==> src/rtl/nn_cfg_pkg.sv <==
// ============================================================================
// Module  : nn_cfg_pkg
// Purpose : Shared types and header field positions for the neuron config loader.
// Rev     : 1.0  initial release
// ============================================================================
`default_nettype none

package nn_cfg_pkg;

   typedef enum logic {
      CFG_WEIGHT = 1'b0,
      CFG_BIAS   = 1'b1
   } cfg_type_e;

   typedef enum logic [1:0] {
      IDLE  = 2'd0,
      LOAD  = 2'd1,
      DRAIN = 2'd2
   } ld_state_e;

   localparam int TYPE_MSB   = 31;
   localparam int TYPE_LSB   = 30;
   localparam int LAYER_MSB  = 29;
   localparam int LAYER_LSB  = 24;
   localparam int NEURON_MSB = 23;
   localparam int NEURON_LSB = 16;
   localparam int CNT_MSB    = 15;
   localparam int CNT_LSB    = 0;

   localparam int LAYER_W  = LAYER_MSB - LAYER_LSB + 1;
   localparam int NEURON_W = NEURON_MSB - NEURON_LSB + 1;

endpackage

`default_nettype wire

==> src/rtl/nn_config_loader_if.sv <==
// ============================================================================
// Module  : nn_config_loader_if
// Purpose : Host DMA packet stream (valid/ready/last) into the config loader.
// Rev     : 1.0  initial release
// ============================================================================
`default_nettype none

interface nn_config_loader_if #(
   parameter int DATA_W = 32
) ();

   logic [DATA_W-1:0] s_data;
   logic              s_valid;
   logic              s_last;
   logic              s_ready;

   modport master (
      output s_data,
      output s_valid,
      output s_last,
      input  s_ready
   );

   modport slave (
      input  s_data,
      input  s_valid,
      input  s_last,
      output s_ready
   );

endinterface

`default_nettype wire

==> src/rtl/nn_config_loader.sv <==
// ============================================================================
// Module  : nn_config_loader
// Purpose : Decodes weight/bias packets and sequences per-word strobes to neurons.
// Rev     : 1.0  initial release
// ============================================================================
`default_nettype none

module nn_config_loader
   import nn_cfg_pkg::*;
#(
   parameter int DATA_W    = 32,
   parameter int CNT_W     = 16,
   parameter int MAX_LAYER = 4
) (
   input  logic               clk,
   input  logic               rst,
   nn_config_loader_if.slave  s,
   output logic               weight_valid_o,
   output logic               bias_valid_o,
   output logic [DATA_W-1:0]  weight_value_o,
   output logic [DATA_W-1:0]  bias_value_o,
   output logic [31:0]        config_layer_num_o,
   output logic [31:0]        config_neuron_num_o,
   output logic               busy_o,
   output logic               done_o,
   output logic               err_o
);

   ld_state_e             state_q,  state_d;
   cfg_type_e             type_q,   type_d;
   logic [CNT_W-1:0]      cnt_q,    cnt_d;
   logic [LAYER_W-1:0]    layer_q,  layer_d;
   logic [NEURON_W-1:0]   neuron_q, neuron_d;
   logic [DATA_W-1:0]     wval_q,   wval_d;
   logic [DATA_W-1:0]     bval_q,   bval_d;
   logic                  wstb_q,   wstb_d;
   logic                  bstb_q,   bstb_d;
   logic                  done_q,   done_d;
   logic                  err_q,    err_d;

   logic                  accept;
   logic [1:0]            h_type;
   logic [LAYER_W-1:0]    h_layer;
   logic [NEURON_W-1:0]   h_neuron;
   logic [CNT_W-1:0]      h_cnt;
   logic                  hdr_ok;

   // Neurons never back-pressure, so the loader always takes a word.
   assign s.s_ready = 1'b1;
   assign accept    = s.s_valid & s.s_ready;

   assign h_type   = s.s_data[TYPE_MSB:TYPE_LSB];
   assign h_layer  = s.s_data[LAYER_MSB:LAYER_LSB];
   assign h_neuron = s.s_data[NEURON_MSB:NEURON_LSB];
   assign h_cnt    = CNT_W'(s.s_data[CNT_MSB:CNT_LSB]);
   assign hdr_ok   = ~h_type[1] && (32'(h_layer) <= 32'(MAX_LAYER));

   always_comb begin
      state_d  = state_q;
      type_d   = type_q;
      cnt_d    = cnt_q;
      layer_d  = layer_q;
      neuron_d = neuron_q;
      wval_d   = wval_q;
      bval_d   = bval_q;
      wstb_d   = 1'b0;
      bstb_d   = 1'b0;
      done_d   = 1'b0;
      err_d    = 1'b0;

      case (state_q)
         IDLE: begin
            if (accept) begin
               if (hdr_ok) begin
                  layer_d  = h_layer;
                  neuron_d = h_neuron;
                  type_d   = cfg_type_e'(h_type[0]);
                  cnt_d    = h_cnt;
                  if (h_cnt == '0) begin
                     if (s.s_last) begin
                        done_d = 1'b1;
                     end else begin
                        err_d   = 1'b1;
                        state_d = DRAIN;
                     end
                  end else if (s.s_last) begin
                     err_d = 1'b1;
                  end else begin
                     state_d = LOAD;
                  end
               end else begin
                  err_d = 1'b1;
                  // A malformed single-word packet has already ended; nothing to drain.
                  if (!s.s_last) begin
                     state_d = DRAIN;
                  end
               end
            end
         end

         LOAD: begin
            if (accept) begin
               cnt_d = cnt_q - CNT_W'(1);
               if (type_q == CFG_BIAS) begin
                  bstb_d = 1'b1;
                  bval_d = s.s_data;
               end else begin
                  wstb_d = 1'b1;
                  wval_d = s.s_data;
               end
               if (s.s_last) begin
                  state_d = IDLE;
                  if (cnt_q == CNT_W'(1)) begin
                     done_d = 1'b1;
                  end else begin
                     err_d = 1'b1;
                  end
               end else if (cnt_q == CNT_W'(1)) begin
                  err_d   = 1'b1;
                  state_d = DRAIN;
               end
            end
         end

         DRAIN: begin
            if (accept && s.s_last) begin
               state_d = IDLE;
            end
         end

         default: begin
            state_d = IDLE;
         end
      endcase
   end

   always_ff @(posedge clk) begin
      if (rst) begin
         state_q  <= IDLE;
         type_q   <= CFG_WEIGHT;
         cnt_q    <= '0;
         layer_q  <= '0;
         neuron_q <= '0;
         wval_q   <= '0;
         bval_q   <= '0;
         wstb_q   <= 1'b0;
         bstb_q   <= 1'b0;
         done_q   <= 1'b0;
         err_q    <= 1'b0;
      end else begin
         state_q  <= state_d;
         type_q   <= type_d;
         cnt_q    <= cnt_d;
         layer_q  <= layer_d;
         neuron_q <= neuron_d;
         wval_q   <= wval_d;
         bval_q   <= bval_d;
         wstb_q   <= wstb_d;
         bstb_q   <= bstb_d;
         done_q   <= done_d;
         err_q    <= err_d;
      end
   end

   assign weight_valid_o      = wstb_q;
   assign bias_valid_o        = bstb_q;
   assign weight_value_o      = wval_q;
   assign bias_value_o        = bval_q;
   assign config_layer_num_o  = 32'(layer_q);
   assign config_neuron_num_o = 32'(neuron_q);
   assign busy_o              = (state_q != IDLE);
   assign done_o              = done_q;
   assign err_o               = err_q;

endmodule

`default_nettype wire
==> src/flat_wrapper.sv <==
// flat-port wrapper written by rule: the top's interface ports become plain ports
module nn_config_loader_flat import nn_cfg_pkg::*;
#(
   parameter int DATA_W    = 32,
   parameter int CNT_W     = 16,
   parameter int MAX_LAYER = 4
)
  (clk, rst, weight_valid_o, bias_valid_o, weight_value_o, bias_value_o, config_layer_num_o, config_neuron_num_o, busy_o, done_o, err_o, s_s_data, s_s_valid, s_s_last, s_s_ready);
  nn_config_loader_if #(.DATA_W(DATA_W)) s_i ();
  input  logic clk;
  input  logic rst;
  output logic weight_valid_o;
  output logic bias_valid_o;
  output logic [DATA_W-1:0] weight_value_o;
  output logic [DATA_W-1:0] bias_value_o;
  output logic [31:0] config_layer_num_o;
  output logic [31:0] config_neuron_num_o;
  output logic busy_o;
  output logic done_o;
  output logic err_o;
  input wire logic [$bits(s_i.s_data)-1:0] s_s_data;
  input wire logic [$bits(s_i.s_valid)-1:0] s_s_valid;
  input wire logic [$bits(s_i.s_last)-1:0] s_s_last;
  output wire logic [$bits(s_i.s_ready)-1:0] s_s_ready;
  assign s_i.s_data = s_s_data;
  assign s_i.s_valid = s_s_valid;
  assign s_i.s_last = s_s_last;
  assign s_s_ready = s_i.s_ready;
  nn_config_loader #(.DATA_W(DATA_W), .CNT_W(CNT_W), .MAX_LAYER(MAX_LAYER)) u_core (.clk(clk), .rst(rst), .s(s_i), .weight_valid_o(weight_valid_o), .bias_valid_o(bias_valid_o), .weight_value_o(weight_value_o), .bias_value_o(bias_value_o), .config_layer_num_o(config_layer_num_o), .config_neuron_num_o(config_neuron_num_o), .busy_o(busy_o), .done_o(done_o), .err_o(err_o));
endmodule
==> config.mk <==
export PLATFORM = sky130hd
export DESIGN_NAME = nn_config_loader_flat
export DESIGN_NICKNAME = d
export VERILOG_FILES = /design/src/rtl/nn_cfg_pkg.sv /design/src/rtl/nn_config_loader_if.sv /design/src/rtl/nn_config_loader.sv /design/src/flat_wrapper.sv
export SDC_FILE = /design/constraint.sdc
export NUM_CORES = 1
export LEC_CHECK = 0
export BUFFER_PORTS_ARGS = -buffer_cell sky130_fd_sc_hd__buf_2
export CORE_ASPECT_RATIO = 1.5
export CORE_MARGIN = 2
export CORE_UTILIZATION = 38
export DETAILED_ROUTE_END_ITERATION = 7
export PLACE_DENSITY = 0.7
export REMOVE_ABC_BUFFERS = 1
export SYNTH_ARGS = -nofsm -noshare
export SYNTH_HDL_FRONTEND = slang
export SYNTH_SLANG_ARGS = --single-unit
export TNS_END_PERCENT = 100
==> constraint.sdc <==
create_clock -name clk -period 1.4 [get_ports clk]
set_input_delay 0.07 -clock clk [delete_from_list [all_inputs] [get_ports clk]]
set_output_delay 0.07 -clock clk [all_outputs]
set_load 0.005 [all_outputs]
Yosys cells after proc, flatten, opt, wreduce, memory -nomap -nowiden --
Index checks and enable logic that the tools add are counted.
Word-level totals: memories kept 0, flip-flop bits (word level) 101, latch bits 0, bits in read-only memories 0, bits in writable memories 0
Cells by class: bitwise operators 4, shifts and indexed selects 0, add/subtract/negate cells 1, multiplexer cells 32, eq/ne operators 9, multiply operators 0, div/mod/pow operators 0, reduce and logical (&&, ||, !) cells 12, $lt $le $gt $ge 1
Operator list (count):
- two-way mux 16 bit | 3
- one-hot mux 16 bit (2 select lines) | 1
- two-way mux 2 bit | 9
- equality test 16 x 1 -> 1 bit (second input constant) | 1
- zero test 16 bit | 1
- two-way mux 1 bit | 16
- subtractor 16 x 1 -> 16 bit (second input constant) | 1
- AND reduction 3 bit | 3
- less-or-equal comparator 6 x 3 -> 1 bit (second input constant) | 1
- one-hot mux 2 bit (3 select lines) | 1
- AND reduction 5 bit | 1
- inequality test 2 x 1 -> 1 bit (second input constant) | 2
- inequality test 2 bit (second input constant) | 2
- inequality test 4 bit (second input constant) | 1
- inverter 1 bit | 4
- one-hot mux 1 bit (2 select lines) | 2
- AND reduction 4 bit | 1
- nonzero test 2 bit | 2
- inequality test 3 x 2 -> 1 bit (second input constant) | 1
- OR reduction 3 bit | 1
- equality test 2 x 1 -> 1 bit (second input constant) | 1
- equality test 2 bit (second input constant) | 1
- logical AND 1 bit | 2
- zero test 2 bit | 1

Longest topological paths before layout --
depth after elaboration 5, mapped depth 8, depth with buffers taken out 7

Worst setup path before layout --
No wires, ideal clock.
path kind flip-flop to flip-flop, start point register u_core.cnt_q[0], end point register u_core.cnt_q[10], path buffers 0, path slack -0.187 ns, data required time 1.326 ns, setup time 0.074 ns, cell stages (with the launch flop) 7, arrival 1.512 ns, clock period less this slack 1.587 ns, cell sequence dfxtp_1 inv_1 ha_1 nor3b_2 nand4b_1 mux2_2 a31oi_1
On the way: word-level cells in the longest chain between the ends 3
RTL lines:
- start: declaration | line nn_config_loader.sv:31 | logic [CNT_W-1:0] cnt_q, cnt_d;
- start signal: assignment | line nn_config_loader.sv:153 | cnt_q <= cnt_d;
- subtractor 16 x 1 -> 16 bit | line nn_config_loader.sv:103 | cnt_d = cnt_q - CNT_W'(1);
- two-way mux 16 bit | line nn_config_loader.sv:102 | if (accept) begin
- one-hot mux 16 bit (2 select lines) | line nn_config_loader.sv:71 | case (state_q)
Every way passes these cells. The select of a mux whose other input is x is not followed. A chain may end at the register's enable or synchronous reset.

Worst setup path in the final report --
start point register u_core.cnt_q[12], end point register u_core.err_q, in the netlist u_core.err_o
On the way: word-level cells in the longest chain between the ends 5
RTL lines:
- equality test 16 x 1 -> 1 bit (*) | line nn_config_loader.sv:113, nn_config_loader.sv:118
- two-way mux 1 bit (on tied branches) | line nn_config_loader.sv:118, nn_config_loader.sv:113
- two-way mux 1 bit (*) | line nn_config_loader.sv:111 | if (s.s_last) begin
- two-way mux 1 bit (*) | line nn_config_loader.sv:102
- one-hot mux 1 bit (2 select lines) (*) | line nn_config_loader.sv:71
- end signal: assignment | line nn_config_loader.sv:161 | err_q <= err_d;
- end: declaration | line nn_config_loader.sv:39 | logic err_q, err_d;
Every way passes the cells marked *; elsewhere a longest branch is shown, timed or not.

==> results.txt <==
- Endpoint of the lowest-slack register-to-register path: u_core.err_o$_SDFF_PP0_
- Combinational share of power: 0.164
- IO Count: 170
- In this run, synthesis inferred 0 flip-flops with an integrated enable.
- The cell sitting at the root of the clock tree is a sky130_fd_sc_hd__clkbuf_16.
* Number of hold-slack violations in the final timing report: 0
- Hold-critical path endpoint: u_core.bias_value_o[29]$_SDFFE_PP0P_
- Of the post-synthesis cell area, the dominant cell type holds 0.433.
* Initial antenna violation count: 1
- Of all cell types, the one taking the most synthesized area is sky130_fd_sc_hd__dfxtp_1.
* Net Sw Frac: 0.273
- For this run, design rule violations remaining after detail routing come to 0.
- In this run the horizontal extent of the chip is 94.6 um.
- The total overflow left after global routing is 0.
- Internal power: 4.59 mW
* 1st-pass router iterations: 5
- Across all register-to-register paths, the minimum setup slack is -0.25 ns.
* Growth of design area from synthesis to finish: 60.3%
* Leading post-synthesis cells by cell area: sky130_fd_sc_hd__dfxtp_1 (43%), sky130_fd_sc_hd__nand2_1 (12%), sky130_fd_sc_hd__a21oi_1 (8.2%), sky130_fd_sc_hd__buf_4 (8.2%), sky130_fd_sc_hd__mux2i_1 (2.6%)
- After layout, the design draws a total of roughly 6.3 mW.
- Cell Chain, Critical Path: nor4_4, nand3_1, nor4_2, ha_1, o21ai_1, a21oi_1
* Number of non-filler instances in the completed layout: 942
- Number of cell rows: 49
- Summing all placed instances gives a cell area of slightly below 6000 um2.
* WL final: 16800 um
- First-pass GRT wire length: about 21000 um
- In the routed layout, each cell is associated on average with a via count of 5.21.
- Cell area after synthesis: 4670 um2
- TritonCTS built the clock tree.
- Final clock period utilization by the worst path: 1.18
- Pin count of the biggest net entering global routing: 33
- Clock Sink Count: 101
- Total number of vias: approximately 4900
- At the placement stage, the worst setup path has a slack of -0.233 ns.
- Leakage power summed over all cells: roughly 3.5 nW
* Summed negative setup slack over all endpoints: -3.74 ns
* Worst slack on hold paths: 0.00938 ns
* Iteration-0 DRC count of the detailed router: 338
* Die Footprint: 13200 um2
* Routed WL per cell: between 15 and 20 um
* Insertion delay of the later-clocked pin in the worst-skew pair: 0.35 ns
* Worst clock skew: 0.00617 ns
- Fin crit period: roughly 1.7 ns
- The startpoint identified for the worst hold timing path is s_s_data[29].
* Slowest library cell on the worst path: sky130_fd_sc_hd__dfxtp_2
* Net Switching: about 1.7 mW
* Clock group share of total power: 0.370
* Pins Over Slew Limit: 0
- Largest fanout of any net on the critical path: 2
- In the final layout, the share of cells above drive strength 1 is 0.526.
- The number of different library cells used by synthesis comes to 57.
* Sequential element share of the synthesized area: 0.433
- Dividing total power by cell area gives a power density of 844 nW/um2.
* RSZ-0062 raised after global routing: yes
* Dpl cells: 884
* Largest stage delay on the critical path: 0.34 ns
* Part of the power in registers: 0.465
* Synthesized instance count: approximately 580
- The H-tree was split into 3 levels.
- The count of buffers added on input and output ports is about 120.
- CORE AREA: ~12000 um2
- Cell class contributing the biggest share of worst-path delay: simple AND/OR/NAND/NOR gates
- Average instance area after synthesis: 8.13 um2
* Most used flip-flop cell after synthesis: sky130_fd_sc_hd__dfxtp_1
- Post-layout utilization of the core: 0.623
- Placer congestion estimate: just over 0.9
- In this run the vertical extent of the chip is between 100 and 150 um.
* Run status: finished, violations left
- STA classifies the critical path endpoint as a register.
- Counting both buffers and inverters, the worst setup path holds a total of 0.
- Ys Warns: 0
* # Max-Cap Violations: 0
- Detailed Place HPWL: between 9000 and 10000 um
- After synthesis the netlist holds a flip-flop and latch count of roughly 100.
- For this configuration, the core starts out at a cell density of 0.389.
* Clock slew at the register clock pins of the worst setup and hold paths: 0.07 ns
* R2R Path Start: u_core.cnt_q[12]$_SDFFE_PP0P_
- Post-synthesis async set-or-reset flop share: 0
* Deepest clock path buffer count: 2
- The worst hold path was traced through 3 stages.
- The critical path in this run is classified as register to register.
* Number of cells on the worst reg-to-reg path: 6
* Post-route ant nets: 0
* Kind of start point of the critical path: register
* Via count of the first global-routing pass: 4316
* Required time worst endpoint: about 1.6 ns
* Total global-route track usage: 0.203
- Static timing analysis puts the maximum clock frequency at between 600 and 700 MHz.
* Setup violation total in the final timing report: 61
* Final Instance Area: 7490 um2
- Data arrival time at the worst-slack endpoint: 1.88 ns
- The final reports fail on setup timing.
- After layout, the worst setup slack is -0.252 ns.
- VDD sags by at most 494 uV.
* Number of buffers created by CTS: 9
- Antenna fix cells: 0
- Net count of the finished layout: about 820
* Worst min path class: input port to register
worst register-to-register path, stage by stage (launching register included):
cell and delay [ns]:
sky130_fd_sc_hd__dfxtp_2 0.34, sky130_fd_sc_hd__nor4_4 0.32, sky130_fd_sc_hd__nand3_1 0.14, sky130_fd_sc_hd__nor4_2 0.20, sky130_fd_sc_hd__ha_1 0.31, sky130_fd_sc_hd__o21ai_1 0.18, sky130_fd_sc_hd__a21oi_1 0.06
logic make-up after synthesis:
family,count (synthesis),share of synthesized area
AND/OR/NAND/NOR,232,0.231
AO/OA/AOI/OAI,124,0.162
flip-flops,101,0.433
buffers and inverters,99,0.134
multiplexers,13,0.0281
adder cells (fa/ha/maj),4,0.0107
other,2,0.00161
flip-flops by register name, summed over array words and instances, names as in the netlist:
signal and flops:
u_core.layer_q 6, u_core.neuron_q 8, u_core.bias_value_o 32, u_core.type_q 1
u_core.weight_valid_o 1, u_core.cnt_q 16, u_core.bias_valid_o 1, u_core.done_o 1
u_core.weight_value_o 32, u_core.err_o 1, u_core.state_q 2
final cells by class:
class                   instances  area [um2]
flip-flops and latches        101        2050
repair buffers                236        1850
clock buffers                   9         225
multi-input cells             425        3090
clock inverters                 7        48.8
fillers                       977        4530
inverters                      11        46.3
well taps                     153         191
Yosys cell counts (2+ instances only):
cell type	count
sky130_fd_sc_hd__nand2_1	148
sky130_fd_sc_hd__dfxtp_1	101
sky130_fd_sc_hd__a21oi_1	77
sky130_fd_sc_hd__buf_4	51
sky130_fd_sc_hd__nor2_1	30
sky130_fd_sc_hd__buf_2	16
sky130_fd_sc_hd__clkbuf_1	15
sky130_fd_sc_hd__mux2i_1	12
sky130_fd_sc_hd__inv_1	11
sky130_fd_sc_hd__nand3_1	11
sky130_fd_sc_hd__o21ai_0	9
sky130_fd_sc_hd__nand4_1	7
sky130_fd_sc_hd__a21o_1	6
sky130_fd_sc_hd__buf_6	6
sky130_fd_sc_hd__nor4_1	6
sky130_fd_sc_hd__a211oi_1	5
sky130_fd_sc_hd__a31oi_1	5
sky130_fd_sc_hd__ha_1	4
sky130_fd_sc_hd__and3b_1	3
sky130_fd_sc_hd__nand2b_1	3
sky130_fd_sc_hd__nor3_2	3
sky130_fd_sc_hd__o32ai_1	3
sky130_fd_sc_hd__or3_1	3
sky130_fd_sc_hd__and3_1	2
sky130_fd_sc_hd__conb_1	2
sky130_fd_sc_hd__nor4_4	2
sky130_fd_sc_hd__nor4b_1	2
sky130_fd_sc_hd__o22ai_1	2
sky130_fd_sc_hd__o31ai_1	2
routing by layer:
| metal | vias up | part of all wire | track usage |
|---|---|---|---|
| met5 | - | 0 | 0 |
| met4 | 0 | 0.049 | 0.0809 |
| met3 | 64 | 0.069 | 0.0455 |
| met2 | 223 | 0.52 | 0.368 |
| met1 | 2348 | 0.36 | 0.225 |
| li1 | 2273 | - | - |
how the worst max path moves through the flow:
stage	startpoint	to	slack [ns]	cells past startpoint
after floorplan	u_core.state_q[0]$_SDFFE_PP0P_	u_core.bias_value_o[0]$_SDFFE_PP0P_	-1.22	4
after global placement	u_core.cnt_q[4]$_SDFFE_PP0P_	u_core.err_o$_SDFF_PP0_	-0.18	6
after detailed placement	u_core.cnt_q[4]$_SDFFE_PP0P_	u_core.err_o$_SDFF_PP0_	-0.23	6
after CTS	u_core.cnt_q[12]$_SDFFE_PP0P_	u_core.err_o$_SDFF_PP0_	-0.11	6
after global routing	u_core.cnt_q[12]$_SDFFE_PP0P_	u_core.err_o$_SDFF_PP0_	-0.33	6
final	u_core.cnt_q[12]$_SDFFE_PP0P_	u_core.err_o$_SDFF_PP0_	-0.25	6
power groups by stage:
stage	clock, mW	sequential [mW]	combinational, mW
2_1_floorplan	0	3.01	0.278
3_3_place_gp	0	3.00	0.717
3_5_place_dp	0	3.00	0.722
4_1_cts	2.39	2.94	0.828
5_1_grt	2.50	2.95	1.11
6_report	2.34	2.94	1.04
cells in the final DEF (no fill, tap or decap), drive strengths merged, types with 4 or more instances in the layout:
| cell | netlist | routed |
|---|---|---|
| nand4 | 8 | 8 |
| buf | 73 | 218 |
| a21o | 6 | 6 |
| clkinv | 0 | 4 |
| dfxtp | 101 | 101 |
| nand2b | 4 | 4 |
| inv | 11 | 13 |
| a21oi | 77 | 77 |
| o21ai | 10 | 10 |
| ha | 4 | 4 |
| dlygate4sd3 | 0 | 12 |
| a31oi | 5 | 5 |
| a211oi | 5 | 5 |
| nor2 | 30 | 30 |
| nor4 | 9 | 9 |
| clkbuf | 15 | 15 |
| nand3 | 11 | 11 |
| nand2 | 148 | 148 |
| conb | 2 | 51 |
| nor3 | 4 | 4 |
| mux2i | 12 | 12 |
repair_timing:
action                                 in CTS  in global routing
gates resized for setup                    38                219
endpoints found under the hold margin      31                  0
gates cloned                                4                  8
hold buffers                               12                  0
setup buffers                               8                 13
setup endpoints to repair                  81                 83
pin swaps                                  13                118
No activity file was read; power rests on OpenSTA's default activity.
